[config.mk]
export PLATFORM = sky130hd
export DESIGN_NAME = stack_mem_ctrl
export DESIGN_NICKNAME = d
export VERILOG_FILES = /design/src/rtl/stack_mem_ctrl.sv
export SDC_FILE = /design/constraint.sdc
export NUM_CORES = 1
export LEC_CHECK = 0
export ABC_CLOCK_PERIOD_IN_PS = 1800
export BUFFER_PORTS_ARGS = -buffer_cell sky130_fd_sc_hd__buf_4
export CORE_UTILIZATION = 35
export CTS_BUF_LIST = sky130_fd_sc_hd__clkbuf_4 sky130_fd_sc_hd__clkbuf_8
export CTS_CLUSTER_DIAMETER = 150
export CTS_CLUSTER_SIZE = 25
export DETAILED_ROUTE_END_ITERATION = 8
export GPL_TIMING_DRIVEN = 1
export PLACE_DENSITY_LB_ADDON = 0.3
export RECOVER_POWER = 25
export SLEW_MARGIN = 0
export SYNTH_ARGS = -nofsm -noshare
export SYNTH_HDL_FRONTEND = slang
export SYNTH_SLANG_ARGS = --single-unit
[constraint.sdc]
create_clock -name clk -period 1.8 [get_ports clk]
set_input_delay 0.36 -clock clk [delete_from_list [all_inputs] [get_ports clk]]
set_output_delay 0.36 -clock clk [all_outputs]
set_load 0.02 [all_outputs]
[src/rtl/stack_mem_ctrl.sv]
// Stack sequencer between the calculator command decoder and the memory array.
// Owns the stack pointer and turns PUSH/POP/CLEAR into timed memory cycles.
module stack_mem_ctrl #(
  parameter int ADDR_BITS = 4,
  parameter int DATA_BITS = 4
) (
  input  logic                 clk,
  input  logic                 rst,
  input  logic                 cmd_valid,
  output logic                 cmd_ready,
  input  logic [1:0]           cmd_op,
  input  logic [DATA_BITS-1:0] cmd_data,
  output logic                 rsp_valid,
  output logic [DATA_BITS-1:0] rsp_data,
  output logic                 rsp_err,
  output logic [ADDR_BITS:0]   depth,
  output logic                 full,
  output logic                 empty,
  output logic [1:0]           mem_mode,
  output logic [ADDR_BITS-1:0] mem_addr,
  output logic [DATA_BITS-1:0] mem_wdata,
  input  logic [DATA_BITS-1:0] mem_rdata
);

  localparam logic [1:0] MEMORY_MODE_NONE  = 2'd0;
  localparam logic [1:0] MEMORY_MODE_WRITE = 2'd1;
  localparam logic [1:0] MEMORY_MODE_CLEAR = 2'd2;

  localparam logic [1:0] OP_NOP   = 2'd0;
  localparam logic [1:0] OP_PUSH  = 2'd1;
  localparam logic [1:0] OP_POP   = 2'd2;
  localparam logic [1:0] OP_CLEAR = 2'd3;

  localparam logic [ADDR_BITS:0] CAPACITY = {1'b1, {ADDR_BITS{1'b0}}};

  typedef enum logic [2:0] {INIT, IDLE, WR, RD0, RD1, CLR, RESP} state_t;

  state_t                 state, state_n;
  logic                   cmd_ready_n;
  logic                   rsp_valid_n;
  logic [DATA_BITS-1:0]   rsp_data_n;
  logic                   rsp_err_n;
  logic [ADDR_BITS:0]     depth_n;
  logic [ADDR_BITS:0]     depth_dec;
  logic [1:0]             mem_mode_n;
  logic [ADDR_BITS-1:0]   mem_addr_n;
  logic [DATA_BITS-1:0]   mem_wdata_n;

  assign full      = (depth == CAPACITY);
  assign empty     = (depth == '0);
  assign depth_dec = depth - 1'b1;

  always_ff @(posedge clk) begin
    if (rst) begin
      state     <= INIT;
      cmd_ready <= 1'b0;
      rsp_valid <= 1'b0;
      rsp_data  <= '0;
      rsp_err   <= 1'b0;
      depth     <= '0;
      mem_mode  <= MEMORY_MODE_NONE;
      mem_addr  <= '0;
      mem_wdata <= '0;
    end else begin
      state     <= state_n;
      cmd_ready <= cmd_ready_n;
      rsp_valid <= rsp_valid_n;
      rsp_data  <= rsp_data_n;
      rsp_err   <= rsp_err_n;
      depth     <= depth_n;
      mem_mode  <= mem_mode_n;
      mem_addr  <= mem_addr_n;
      mem_wdata <= mem_wdata_n;
    end
  end

  // Every output is computed here for the next state and registered above.
  always_comb begin
    state_n     = state;
    cmd_ready_n = 1'b0;
    rsp_valid_n = 1'b0;
    rsp_data_n  = '0;
    rsp_err_n   = 1'b0;
    depth_n     = depth;
    mem_mode_n  = MEMORY_MODE_NONE;
    mem_addr_n  = '0;
    mem_wdata_n = mem_wdata;

    case (state)
      INIT: begin
        // The registered mode doubles as the "clear already issued" flag.
        if (mem_mode == MEMORY_MODE_CLEAR) begin
          state_n     = IDLE;
          cmd_ready_n = 1'b1;
        end else begin
          mem_mode_n = MEMORY_MODE_CLEAR;
        end
      end

      IDLE: begin
        cmd_ready_n = 1'b1;
        if (cmd_valid && cmd_ready) begin
          case (cmd_op)
            OP_PUSH: begin
              cmd_ready_n = 1'b0;
              if (full) begin
                state_n     = RESP;
                rsp_valid_n = 1'b1;
                rsp_err_n   = 1'b1;
              end else begin
                state_n     = WR;
                mem_mode_n  = MEMORY_MODE_WRITE;
                mem_addr_n  = depth[ADDR_BITS-1:0];
                mem_wdata_n = cmd_data;
              end
            end
            OP_POP: begin
              cmd_ready_n = 1'b0;
              if (empty) begin
                state_n     = RESP;
                rsp_valid_n = 1'b1;
                rsp_err_n   = 1'b1;
              end else begin
                state_n    = RD0;
                mem_addr_n = depth_dec[ADDR_BITS-1:0];
              end
            end
            OP_CLEAR: begin
              cmd_ready_n = 1'b0;
              state_n     = CLR;
              mem_mode_n  = MEMORY_MODE_CLEAR;
            end
            default: ;
          endcase
        end
      end

      WR: begin
        state_n     = RESP;
        rsp_valid_n = 1'b1;
        depth_n     = depth + 1'b1;
      end

      RD0: begin
        state_n    = RD1;
        mem_addr_n = mem_addr;
      end

      RD1: begin
        state_n     = RESP;
        rsp_valid_n = 1'b1;
        rsp_data_n  = mem_rdata;
        depth_n     = depth_dec;
      end

      CLR: begin
        state_n     = RESP;
        rsp_valid_n = 1'b1;
        depth_n     = '0;
      end

      RESP: begin
        state_n     = IDLE;
        cmd_ready_n = 1'b1;
      end

      default: state_n = INIT;
    endcase
  end

endmodule

== Yosys cells after proc, flatten, opt, wreduce, memory -nomap -nowiden ==
Index checks and enable logic that the tools add are counted.
Word-level totals
  flip-flop bits (word level): 25
  bits of input ports: 13
  output and inout bits: 24
  word-level logic and storage cells: 64
Cells by class
  add/sub/neg operators: 2
  equality and inequality tests: 14
  multiplexer cells: 26
  bitwise gates (word level): 3
  reductions and logical operators: 10
Operators with widths (count)
  one-hot mux 4 bit (2 select lines): 2
  one-hot mux 3 bit (5 select lines): 1
  one-hot mux 5 bit (3 select lines): 1
  2-to-1 mux 3 bit: 4
  2-to-1 mux 4 bit: 3
  equality test 3 bit, second input constant: 3
  one-hot mux 3 bit (3 select lines): 1
  one-hot mux 2 bit (2 select lines): 2
  2-to-1 mux 1 bit: 7
  equality test 2 bit, second input constant: 3
  equality test 3 x 2 -> 1 bit, second input constant: 2
  OR reduction 3 bit: 2
  adder 5 x 1 -> 5 bit, second input constant: 1
  equality test 5 bit, second input constant: 1
  logical NOT 5 bit: 1
  subtractor 5 x 1 -> 5 bit, second input constant: 1
  2-to-1 mux 2 bit: 2
  != test 2 bit, second input constant: 2
  != test 4 x 2 -> 1 bit, second input constant: 1
  one-hot mux 1 bit (2 select lines): 2
  AND reduction 4 bit: 1
  OR reduction 2 bit: 2
  equality test 3 x 1 -> 1 bit, second input constant: 1
  logical NOT 3 bit: 1
  6 further kinds: 8

== Longest topological paths before layout ==
Gate-level depths: netlist of the first run.
  depth in word-level cells: 5
  mapped depth: 7
  depth with buffers taken out: 6

== Worst setup path after synthesis of the first run ==
OpenSTA, ideal clock, no wires.
  path type: register -> register
  from: reg depth[1]
  to: reg depth[4]
  setup time: 88 ps
  arrival: 1928 ps
  required time: 1712 ps
  slack: -217 ps
  stages on the path, launching flop included: 8
  path buffers: 1
  clock period less this slack: 2017 ps
  cell sequence: dfxtp_1 -> clkbuf_1 -> inv_1 -> ha_1 -> or3b_1 -> nor2_1 -> a22oi_1 -> o32ai_2
Between the ends
  cells in the longest elaborated chain, start to end: 2
  elaborated cells on any way between the ends: 3
  classes of those cells: 2 x add/sub; 1 x mux
Ends and longest elaborated chain
  start: declaration: line 16  | output logic [ADDR_BITS:0] depth,
  start signal: assignment: line 70  | depth <= depth_n;
  subtractor 5 x 1 -> 5 bit or adder 5 x 1 -> 5 bit (tied branches): line 51, 141
  one-hot mux 5 bit (3 select lines) (*): line 89  | case (state)
Every way passes the cells marked *; elsewhere a longest branch is shown, timed or not.
A chain may end at the register's enable or synchronous reset.

== Worst setup path in the final report of the first run ==
  from: reg depth[0]
  to: out empty
Between the ends
  cells in the longest elaborated chain, start to end: 1
Ends and longest elaborated chain
  logical NOT 5 bit: line 50  | assign empty = (depth == '0);
  end: declaration: line 18  | output logic empty,
Every way passes these cells.

==> flow_summary.yaml, run 1 <==
outcome:
  status: "finished, final reports clean"
sta:
  fin_hold_ws_ns: 0.3212
  clock_skew_ns: 0.007513
  relSlewSlack_pct: 65.79
  tightest_slew_ns: 0.5092
  setup_viol: 0
  finalWorstPathRequiredPeriod_ns: 1.779
  max_freq_ghz: 0.5621
  hold_violations: 0
  slew_viol_final: 0
  worst_slack_ns: 0.02097
  fin_crit_sh_pct: 98.83
layout:
  finalNetCount: 208
  drive_above_1_share_pct: 28.72
  syn2layout_area_growth_pct: 29.03
  fill_cells: 358
  diodes: 0
worst_setup_path:
  reg2reg_depth: 7
  critPathLaunchType: "register"
  cp.arrival_ns: 1.42
  cp_max_fo: 2
  end_kind: "primary output"
  critPathKind: "register to primary output"
  worstReg2RegEnd: "state[2]"
  r2r-start: "depth[0]"
  r2r_slack_ns: 0.12
  required_ns: 1.44
logic_synthesis:
  synth_seq_area_share_pct: 37.45
  mappedNetlistArea_mm2: 0.001336
  ys.warnings.count: 0
  netlist_instances: 148
  synth_ff_type: "dfxtp_1"
  netlist-cell-type-count: 47
  async_flop_share_pct: 0
  syn_nets: 167
  synth_seq_cells: 25
  synth_edf_count: 0
  postSynthAreaPerCell_um2: 9.029
placed_design:
  dp_hpwl_um: 2384
  place.gp.congestion: 0.8667
  pre_cts_ws_ns: 0.1218
  port_buffers: 36
floorplan:
  rows: 22
  die_height_um: 63.79
  coreArea_mm2: 0.003661
  ioPinCount: 37
  die_area_mm2: 0.004069
  initial_core_util_pct: 36.50
  die_w_um: 63.79
power_and_ir_drop:
  p_comb_share_pct: 49.4
  switchingPower_w: 0.0008495
  switching_share_pct: 39.90
  powerDensity_mw_per_mm2: 1235
  p_leak_nw: 0.7657
  internal_power_w: 0.001279
  vdd_drop_max_mv: 0.5751
  power_w: 0.002129
  p_clk_share_pct: 15.9
  p_seq_share_pct: 34.7
drt:
  routed.top_layer: "met4"
  dr.first_iter.drc_count: 69
  wl_um: 3179
  wl_met2_um: 1509
  firstDrtPassIters: 4
  wl_met1_um: 1495
  wl_met3_um: 162
  via_per_inst: 5.225
  routed-via-count: 1233
  wl_per_cell_um: 13.47
  ant_nets: 0
  drc: 0
clocking:
  cts_buffers: 3
  clock_path_buffers: 2
  clkSinkCount: 25
  path_clk_slew_ns: 0.09
  root_buffer: "clkbuf_8"
  htree_levels: 1
  clk_latency_ns: 0.27
  cts_tree: "done"
job:
  maxCapViolations: 0
grt:
  antenna_found_initial: 0
  grt_max_degree: 17
  grt_pass1_wl_um: 5292
  grt_pass1_vias: 1129
  overflow: 0
  track_usage_pct: 16.23
hold_path:
  hold_depth: 3
  whs_endpoint: "mem_wdata[3]"
  min_path_type: "input pin to register"
  hold_start: "cmd_data[3]"
==> registers in the layout, indices dropped and copies added (netlist names) <==
register,cells
state,3
mem_wdata,4
mem_mode,2
rsp_valid,1
rsp_err,1
mem_addr,4
rsp_data,4
cmd_ready,1
depth,5
==> what timing repair did <==
item                       in CTS  in global routing
gates resized for setup         5                  3
pin swaps                       1                  0
setup endpoints to repair       1                  2
hold buffers                    0                  0
buffers inserted                2                  0
==> metal layers <==
| layer | vias to the layer above | GRT usage, % |
|---|---|---|
| met3 | 2 | 2.321 |
| met5 | - | 0 |
| met1 | 576 | 22.25 |
| met4 | 0 | 3.977 |
| met2 | 42 | 26.60 |
| li1 | 613 | - |
==> worst max path at each step <==
stage               startpoint     endpoint  slack [ns]  cells after the start
finish                depth[0]        empty        0.02                      5
floorplan             depth[1]  mem_addr[1]       0.002                      7
global route          depth[0]        empty       -0.01                      5
detailed placement    depth[0]  mem_addr[1]        0.12                      6
CTS                   depth[0]        empty        0.03                      5
global placement      depth[0]        empty        0.17                      5
==> critical path, stage by stage (launching register included) <==
cell and delay (ns):
dfxtp_2 0.34, inv_2 0.07, ha_4 0.12, or3b_4 0.39
nor2_4 0.10, buf_6 0.12
==> metrics by stage <==
| stage | setup TNS [ns] | instance area [µm²] | util (%) | instances |
|---|---|---|---|---|
| 2_1_floorplan | 0 | 1358 | - | 148 |
| 3_3_place_gp | 0 | 1688 | 46.10 | 230 |
| 3_5_place_dp | 0 | 1688 | 46.10 | 230 |
| 4_1_cts | 0 | 1765 | 48.22 | 236 |
| 5_1_grt | -0.01067 | 1724 | 47.10 | 236 |
| 6_report | 0 | 1724 | 47.10 | 236 |
==> synthesized netlist by cell type (2+ instances only) <==
master	n	area [µm²]
dfxtp_1	25	500.5
nor2_1	14	52.55
inv_1	11	41.29
a21oi_1	8	40.04
and3_1	6	37.54
ha_1	6	75.07
nand2_1	5	18.77
o21ai_0	5	25.02
mux2i_1	4	40.04
a22o_1	3	26.28
a22oi_1	3	22.52
and2_1	3	18.77
buf_2	3	15.01
buf_4	3	22.52
clkbuf_1	3	11.26
nand3_1	3	15.01
nor3b_2	3	37.54
nor4_1	3	18.77
o21ai_1	3	15.01
nand4_1	2	12.51
nor2b_1	2	12.51
nor3_1	2	10.01
o21a_1	2	15.01
or4_1	2	15.01
xnor2_1	2	17.52
==> logic make-up after synthesis <==
kind of cell	share of synthesized area, %
DFF	37.45
and+or+nand+nor	23.69
buffers and inverters	6.741
xor gates and xnor gates	1.967
adders and majority gates	5.618
AOI/OAI and AO/OA	21.54
muxes	2.996
==> power groups by stage <==
| stage | sequential, W | combinational [W] | clock, W |
|---|---|---|---|
| 2_1_floorplan | 0.000758 | 0.000667 | 0 |
| 3_3_place_gp | 0.000740 | 0.000960 | 0 |
| 3_5_place_dp | 0.000745 | 0.000969 | 0 |
| 4_1_cts | 0.000735 | 0.00106 | 0.000343 |
| 5_1_grt | 0.000756 | 0.00113 | 0.000372 |
| 6_report | 0.000739 | 0.00105 | 0.000338 |
==> area by class of cell <==
| class | count | area (µm²) | share of cell area (%) |
|---|---|---|---|
| Clock buffer | 3 | 41.29 | 2.395 |
| Sequential cell | 25 | 504.2 | 29.25 |
| Tap cell | 48 | 60.06 | 3.483 |
| Inverter | 11 | 41.29 | 2.395 |
| Timing Repair Buffer | 45 | 296.5 | 17.20 |
| Clock inverter | 1 | 5.005 | 0.2903 |
| Multi-Input combinational cell | 103 | 775.7 | 44.99 |
==> layout by cell type, fill, tap and decap left out, types with 3 or more instances in the layout <==
cell / instances
dfxtp_1: 22
nor3b_2: 3
ha_1: 5
a21oi_1: 8
and3_1: 6
a22oi_1: 3
o21ai_1: 3
nor2_1: 13
clkbuf_8: 3
buf_4: 32
clkbuf_1: 12
nand3_1: 3
dfxtp_2: 3
o21ai_0: 5
mux2i_1: 4
a22o_1: 3
nor4_1: 3
and2_1: 3
nand2_1: 5
inv_1: 9
No activity file was read; power rests on OpenSTA's default activity.
==> run 2, diff against run 1 <==
--- a/config.mk
+++ b/config.mk
@@ -13,7 +13,7 @@
 export CTS_CLUSTER_SIZE = 25
 export DETAILED_ROUTE_END_ITERATION = 8
 export GPL_TIMING_DRIVEN = 1
-export PLACE_DENSITY_LB_ADDON = 0.3
+export PLACE_DENSITY = 0.7
 export RECOVER_POWER = 25
 export SLEW_MARGIN = 0
 export SYNTH_ARGS = -nofsm -noshare
==> run 2 against run 1 <==
- total power shrank 0.15%
- sequential share of layout area decreased by 0.13 points
- hold slack worse by 0.0022 ns
- critical path depth stayed put
- combinational power about the same
- critical endpoint unchanged
- clock skew shrank 0.0060 ns
- largest cell class unchanged
==> flow_summary.yaml, run 2 (synthesis gave the netlist of run 1 again) <==
clocking:
  clkSinkCount: 25
  cts_buffers: 3
  cts_tree: "done"
  path_clk_slew_ns: 0.09
  cts_hold_buf: 0
  clock_path_buffers: 2
  clk_latency_ns: 0.27
  htree_levels: 1
  root_buffer: "clkbuf_8"
layout:
  largest-register: "depth"
  syn2layout_area_growth_pct: 29.59
  final_cell_mix: "33 x buf_4, 22 x dfxtp_1, 13 x nor2_1"
  instances_no_fill: 237
  final_common_cell: "buf_4"
  drive_above_1_share_pct: 29.10
  diodes: 0
  finalNetCount: 209
  largest_reg_flops: 5
sta:
  tns_ns: 0
  slew_viol_final: 0
  finalWorstPathRequiredPeriod_ns: 1.782
  relSlewSlack_pct: 69.20
  tightest_slew_ns: 0.4585
  worst_slack_ns: 0.01754
  clock_skew_ns: 0.001481
  max_freq_ghz: 0.5610
  rsz0062_at_grt: "yes"
  hold_violations: 0
  setup_viol: 0
  fin_hold_ws_ns: 0.3189
  fin_crit_sh_pct: 99.03
worst_setup_path:
  cp_max_fo: 2
  worstPathCellList: "inv_2, ha_4, or3b_4, nor2_4, buf_6"
  end_kind: "primary output"
  critPathLaunchType: "register"
  required_ns: 1.44
  critPathKind: "register to primary output"
  slowest_delay_ns: 0.40
  slowest_stage: "or3b_4"
  r2r_slack_ns: 0.13
  cp.arrival_ns: 1.42
grt:
  grt_pass1_vias: 1128
  grt_pass1_wl_um: 5037
  overflow: 0
  track_usage_pct: 15.54
  antenna_found_initial: 0
  grt_max_degree: 17
outcome:
  status: "finished, final reports clean"
floorplan:
  die_area_mm2: 0.004069
  initial_core_util_pct: 36.50
  die_height_um: 63.79
  coreArea_mm2: 0.003661
  ioPinCount: 37
  rows: 22
  die_w_um: 63.79
placed_design:
  pre_cts_ws_ns: 0.1199
  placedCellCount: 230
  port_buffers: 36
  dp_hpwl_um: 2212
  place.gp.congestion: 0.8258
drt:
  dr.first_iter.drc_count: 89
  wl_per_cell_um: 12.84
  via_per_inst: 5.160
  firstDrtPassIters: 4
  wl_um: 3042
  drc: 0
  routed-via-count: 1223
  ant_nets: 0
power_and_ir_drop:
  powerDensity_mw_per_mm2: 1228
  p_leak_nw: 0.7697
  power_w: 0.002126
  vdd_drop_max_mv: 0.4708
job:
  maxCapViolations: 0
hold_path:
  min_path_type: "input pin to register"
## run 2: path summary, 6_finish.rpt
kind	to	from	cells past startpoint
setup / recovery	empty	depth[0]	5
hold / removal	mem_wdata[0]	cmd_data[0]	3
setup reg to reg	mem_addr[1]	depth[0]	7
hold reg to reg	mem_addr[1]	mem_addr[1]	1
## run 2: critical path: cells and delay by family (launching register included)
family | cells | cell delay [ns]
adder cells (fa/ha/maj) | 1 | 0.13
AND/OR/NAND/NOR | 2 | 0.50
flip-flops | 1 | 0.33
buffers and inverters | 2 | 0.19
## run 2: area by class of cell
cell class | count | area, µm²
fillers | 356 | 1929
multi-input cells | 103 | 775.7
flip-flops and latches | 25 | 504.2
repair buffers | 46 | 304.0
well taps | 48 | 60.06
clock buffers | 3 | 41.29
inverters | 11 | 41.29
clock inverters | 1 | 5.005
## run 2: what timing repair did
action	in CTS	in global routing
pin swaps	1	0
resized for setup	6	2
endpoints found under the setup margin	1	6
hold endpoints to repair	0	0
buffers inserted	3	0
## run 2: report_power, final
part           internal [W]  switching [W]  total (W)
clock              0.000155       0.000176   0.000331
sequential         0.000637       0.000122   0.000759
combinational      0.000496       0.000540    0.00104
## run 2: stage by stage
step                utilization [%]  area [µm²]
finish                        47.30        1732
global route                  47.30        1732
CTS                           48.46        1774
detailed placement            46.10        1688
global placement              46.10        1688
floorplan                         -        1358
## run 2: routing by layer
metal	track usage, %	routed length, µm	up-vias
met1	20.04	1435	572
met5	0	0	-
li1	-	-	617
met3	1.607	108	2
met4	6.250	19	0
met2	26.33	1479	32
